==> src/rtl/multicycle_ctrl.sv <==
// multicycle_ctrl: multicycle control FSM sequencing the shared RV64 datapath.
// Define MC_MEM_WAIT_EN to hold FETCH/MEM until mem_ready is high.
module multicycle_ctrl #(
    parameter int CNT_W = 32
) (
    input  logic             clk,
    input  logic             reset,
    input  logic [31:0]      instruc,
    input  logic             zero,
    input  logic             mem_ready,
    output logic             pc_write,
    output logic             pc_source,
    output logic             ir_write,
    output logic             i_or_d,
    output logic             mem_read,
    output logic             mem_write,
    output logic             reg_write,
    output logic             mem_to_reg,
    output logic [1:0]       alu_src_a,
    output logic [1:0]       alu_src_b,
    output logic [1:0]       alu_op,
    output logic [2:0]       state,
    output logic             illegal,
    output logic [CNT_W-1:0] instr_count
);

    typedef enum logic [2:0] {
        S_FETCH  = 3'd0,
        S_DECODE = 3'd1,
        S_EXEC   = 3'd2,
        S_MEM    = 3'd3,
        S_WB     = 3'd4,
        S_TRAP   = 3'd5
    } state_t;

    localparam logic [6:0] OP_LD = 7'b0000011;
    localparam logic [6:0] OP_SD = 7'b0100011;
    localparam logic [6:0] OP_I  = 7'b0010011;
    localparam logic [6:0] OP_R  = 7'b0110011;
    localparam logic [6:0] OP_BR = 7'b1100011;

    state_t           r_state;
    logic             r_illegal;
    logic [CNT_W-1:0] r_count;

    logic w_rdy;
    logic w_ld;
    logic w_sd;
    logic w_i;
    logic w_r;
    logic w_br;
    logic w_legal;
    logic w_unused;

`ifdef MC_MEM_WAIT_EN
    assign w_rdy    = mem_ready;
    assign w_unused = ^{instruc[31:15], instruc[11:7]};
`else
    assign w_rdy    = 1'b1;
    assign w_unused = ^{mem_ready, instruc[31:15], instruc[11:7]};
`endif

    assign w_ld    = (instruc[6:0] == OP_LD);
    assign w_sd    = (instruc[6:0] == OP_SD);
    assign w_i     = (instruc[6:0] == OP_I);
    assign w_r     = (instruc[6:0] == OP_R);
    // Only beq (000) and bne (001) are implemented branches
    assign w_br    = (instruc[6:0] == OP_BR) && (instruc[14:13] == 2'b00);
    assign w_legal = w_ld | w_sd | w_i | w_r | w_br;

    always_ff @(posedge clk) begin
        if (reset) begin
            r_state   <= S_FETCH;
            r_illegal <= 1'b0;
            r_count   <= '0;
        end else begin
            case (r_state)
                S_FETCH: begin
                    if (w_rdy) r_state <= S_DECODE;
                end
                S_DECODE: begin
                    if (w_legal) begin
                        r_state <= S_EXEC;
                    end else begin
                        r_state   <= S_TRAP;
                        r_illegal <= 1'b1;
                    end
                end
                S_EXEC: begin
                    if (w_ld | w_sd) begin
                        r_state <= S_MEM;
                    end else if (w_r | w_i) begin
                        r_state <= S_WB;
                    end else begin
                        r_state <= S_FETCH;
                        if (w_br) r_count <= r_count + CNT_W'(1);
                    end
                end
                S_MEM: begin
                    if (w_rdy) begin
                        if (w_ld) begin
                            r_state <= S_WB;
                        end else begin
                            r_state <= S_FETCH;
                            if (w_sd) r_count <= r_count + CNT_W'(1);
                        end
                    end
                end
                S_WB: begin
                    r_state <= S_FETCH;
                    r_count <= r_count + CNT_W'(1);
                end
                S_TRAP: r_state <= S_TRAP;
                default: r_state <= S_FETCH;
            endcase
        end
    end

    always_comb begin
        pc_write   = 1'b0;
        pc_source  = 1'b0;
        ir_write   = 1'b0;
        i_or_d     = 1'b0;
        mem_read   = 1'b0;
        mem_write  = 1'b0;
        reg_write  = 1'b0;
        mem_to_reg = 1'b0;
        alu_src_a  = 2'b00;
        alu_src_b  = 2'b00;
        alu_op     = 2'b00;
        case (r_state)
            S_FETCH: begin
                mem_read  = 1'b1;
                ir_write  = w_rdy;
                pc_write  = w_rdy;
                alu_src_b = 2'b01;
            end
            S_DECODE: begin
                alu_src_a = 2'b01;
                alu_src_b = 2'b11;
            end
            S_EXEC: begin
                if (w_ld | w_sd) begin
                    alu_src_a = 2'b10;
                    alu_src_b = 2'b10;
                end else if (w_r) begin
                    alu_src_a = 2'b10;
                    alu_op    = 2'b10;
                end else if (w_i) begin
                    alu_src_a = 2'b10;
                    alu_src_b = 2'b10;
                    alu_op    = 2'b10;
                end else if (w_br) begin
                    alu_src_a = 2'b10;
                    alu_op    = 2'b01;
                    pc_source = 1'b1;
                    pc_write  = instruc[12] ? ~zero : zero;
                end
            end
            S_MEM: begin
                i_or_d    = 1'b1;
                mem_read  = w_ld;
                mem_write = w_sd;
            end
            S_WB: begin
                reg_write  = 1'b1;
                mem_to_reg = w_ld;
            end
            default: ;
        endcase
        // Reset abandons the in-flight instruction: no write may escape
        if (reset) begin
            pc_write  = 1'b0;
            ir_write  = 1'b0;
            mem_read  = 1'b0;
            mem_write = 1'b0;
            reg_write = 1'b0;
        end
    end

    assign state       = r_state;
    assign illegal     = r_illegal;
    assign instr_count = r_count;

endmodule

==> config.mk <==
export PLATFORM = sky130hd
export DESIGN_NAME = multicycle_ctrl
export DESIGN_NICKNAME = d
export VERILOG_FILES = /design/src/rtl/multicycle_ctrl.sv
export SDC_FILE = /design/constraint.sdc
export NUM_CORES = 1
export LEC_CHECK = 0
export CAP_MARGIN = 20
export CORE_ASPECT_RATIO = 1.4
export CORE_MARGIN = 5
export CORE_UTILIZATION = 45
export CTS_CLUSTER_SIZE = 20
export DETAILED_ROUTE_END_ITERATION = 16
export PLACE_DENSITY = 0.95
export SYNTH_ARGS = -nofsm -noshare
export SYNTH_HDL_FRONTEND = slang
export SYNTH_SLANG_ARGS = --single-unit
==> constraint.sdc <==
create_clock -name clk -period 4.7 [get_ports clk]
set_input_delay 0.94 -clock clk [delete_from_list [all_inputs] [get_ports clk]]
set_output_delay 0.94 -clock clk [all_outputs]
set_load 0.05 [all_outputs]
==> metrics.txt <==
Detailed Routing Iterations Pass 1 4; cells along the critical path clkdlybuf4s50_1, and2b_1, nand4_4, o21ai_0, nor4b_1, clkdlybuf4s50_1; top post-synthesis cells by area dfxtp_1, xor2_1, nor2_1; FF+latch count, synth 36; critical path's largest stage delay 0.86 ns; WL per Instance 14.6 um; vias in the first global route 1791; clock root buffer clkbuf_8; Port Buffers 62; CP max FO 7; LEAKAGE 0.947 nW; fin area 2670 sq um; crit share post-route between 80% and 90%; Total Power 620 uW; fin worst setup slack slightly above 0.5 ns; fraction of layout instances using a drive strength above 1 9.47%; Ys Warns 0; crit path max-delay cell type clkdlybuf4s50_1; final setup fails 0; crit end category output pin; I/O pin total 86; Die Y a little under 90 um; M1 GR Usage 20.1%; Final ANT Viol Nets 0; overall fraction of global-route tracks in use 17.9%; worst-margin pin slew between 0.7 and 0.8 ns; Max-Cap Viols 0; Detailed Route WL 4.83 mm; Num Clock Sinks 36; placed cell area 2580 sq um; post-synth top area share 37.2%; Sw Ratio 26.1%; gr ovfl total 0; unrepaired setup endpoints after global routing false; pre-CTS setup slack about 0.57 ns; synthesized area 1940 sq um; status complete, no violations; max_slew headroom between 50% and 60%; Initial Util 46.1%; Post-CTS Setup Bufs 0; Critical Path RT 3.76 ns; Num CTS Buffers 5; count of different cell masters after synthesis 48; Syn Inst Count ~220; Clock Skew 0.00609 ns; Post-synth EDFFs 0; Clock power frac 36.5%; top_reg_cell synth dfxtp_1; final RePlAce weighted congestion ~0.82; most frequent cells after synthesis nor2_1, dfxtp_1, xor2_1, nand3_1, nand4_1; initial antenna violation count 0; Clk pin slew, worst setup/hold paths 0.07 ns; sequential share of power between 50% and 60%; top cell type by total area after synthesis dfxtp_1; Fillers between 300 and 400; synthesized area per cell 8.69 sq um; dpl hpwl 3.58 mm; Post-CTS Resized 0; VDD IR max 0.154 mV; sw power 162 uW; largest net degree at the start of global routing 23; sequential share of the synthesized area approximately 37%; vias ~1.9k; row count 28; Syn-to-layout area delta 37.8%; WP data arrival 3.24 ns; P_int between 400 and 500 uW; Post-Syn Nets 260; met3 Use GR 3.59%; number of H-tree levels 2; CTS Buffer Depth 2; Die Wd 65.5 um; Synth async-reset ratio 0%; Fmax achieved between 200 and 250 MHz; Slew Viols, Final 0; final hold violations 0; Core Box Area 4200 sq um; GRT Max-Usage Layer met2; Gate power share between 10% and 20%; Pwr per Cell Area 232 nW/um^2; CTS tree done; first-pass GRT wire length 8.09 mm; hold_buf cts 0; count leader, synth nor2_1; ant diodes 0; Nets 321; flop2flop setup slack 2.47 ns; worst min-delay path class reg2reg; Setup TNS Final 0 ns; drt initial violations 72; drt via density between 5 and 6; Clock Latency Late Sink 0.29 ns; startpoint types input port; most frequent CP cell clkdlybuf4s50_1; DRC 0; total die area ~5700 sq um; GRT met2 Usage between 30% and 40%; Final min period 4.18 ns; CP Class in2out
==> placed cells by master, fill, tap and decap left out, types with 2 or more instances in the layout <==
master,synthesis,layout
nor2_1,41,41
a21oi_1,6,6
and3_1,7,7
nor4_1,2,2
dfxtp_1,36,36
and4_1,2,2
o21ai_0,5,5
or3_1,3,3
nand2b_1,2,2
inv_1,3,3
buf_4,4,4
nand2_1,11,11
nor3_1,3,3
xor2_1,27,27
clkbuf_1,4,2
nor3_4,2,2
nand3_1,16,16
clkdlybuf4s50_1,0,62
nand4_1,14,14
xnor2_1,2,2
and2_1,2,2
clkbuf_8,0,6
==> logic make-up after synthesis <==
| kind of cell | share of synthesized area (%) |
|---|---|
| and+or+nand+nor | 38.1 |
| muxes | 0.516 |
| buffers and inverters | 3.94 |
| xor gates and xnor gates | 13.1 |
| AOI/OAI and AO/OA | 6.52 |
| adders and majority gates | 0.645 |
| DFF | 37.2 |
==> routing by layer <==
metal / vias to the layer above / routed length, um
li1: 906 / -
met4: 0 / 157
met5: - / 0
met1: 887 / 2030
met3: 13 / 200
met2: 51 / 2450
==> power groups by stage <==
stage                     Combinational (mW)  Clock, mW  Sequential [mW]
after CTS                             0.0808      0.232            0.313
final                                 0.0807      0.226            0.313
after global routing                  0.0845      0.243            0.314
after detailed placement              0.0807          0            0.320
after floorplan                       0.0435          0            0.327
after global placement                0.0795          0            0.320
==> final cells by class <==
class	count	area, sq um	area share (%)
Timing Repair Buffer	66	651	24.4
Clock buffer	8	90.1	3.37
Tap cell	45	56.3	2.11
Multi-Input combinational cell	172	1140	42.7
Inverter	3	11.3	0.422
Sequential cell	36	721	27.0
==> final timing paths <==
kind	to	depth (start not counted)	start
min reg2reg	illegal$_SDFFE_PP0P_	2	illegal$_SDFFE_PP0P_
min	illegal$_SDFFE_PP0P_	2	illegal$_SDFFE_PP0P_
max reg2reg	instr_count[23]$_SDFFE_PP0P_	6	state[2]$_SDFF_PP0_
max	pc_write	6	instruc[4]
==> through the flow <==
step / instances / util [%] / hold WS (ns)
global placement: 322 / 61.4 / 0.448
CTS: 330 / 63.5 / 0.478
global route: 330 / 63.5 / 0.496
finish: 330 / 63.5 / 0.470
detailed placement: 322 / 61.4 / 0.462
floorplan: 223 / - / 0.695
==> worst max-delay path, delay by kind of cell <==
| kind | cells | cell delay [ns] |
|---|---|---|
| AO/OA/AOI/OAI | 1 | 0.16 |
| buffers and inverters | 2 | 1.37 |
| AND/OR/NAND/NOR | 3 | 0.75 |
==> sequential cells by signal, indices dropped and copies added, names as in the netlist <==
signal	cells
state	3
instr_count	32
illegal	1
(Power assumes the default switching activity.)
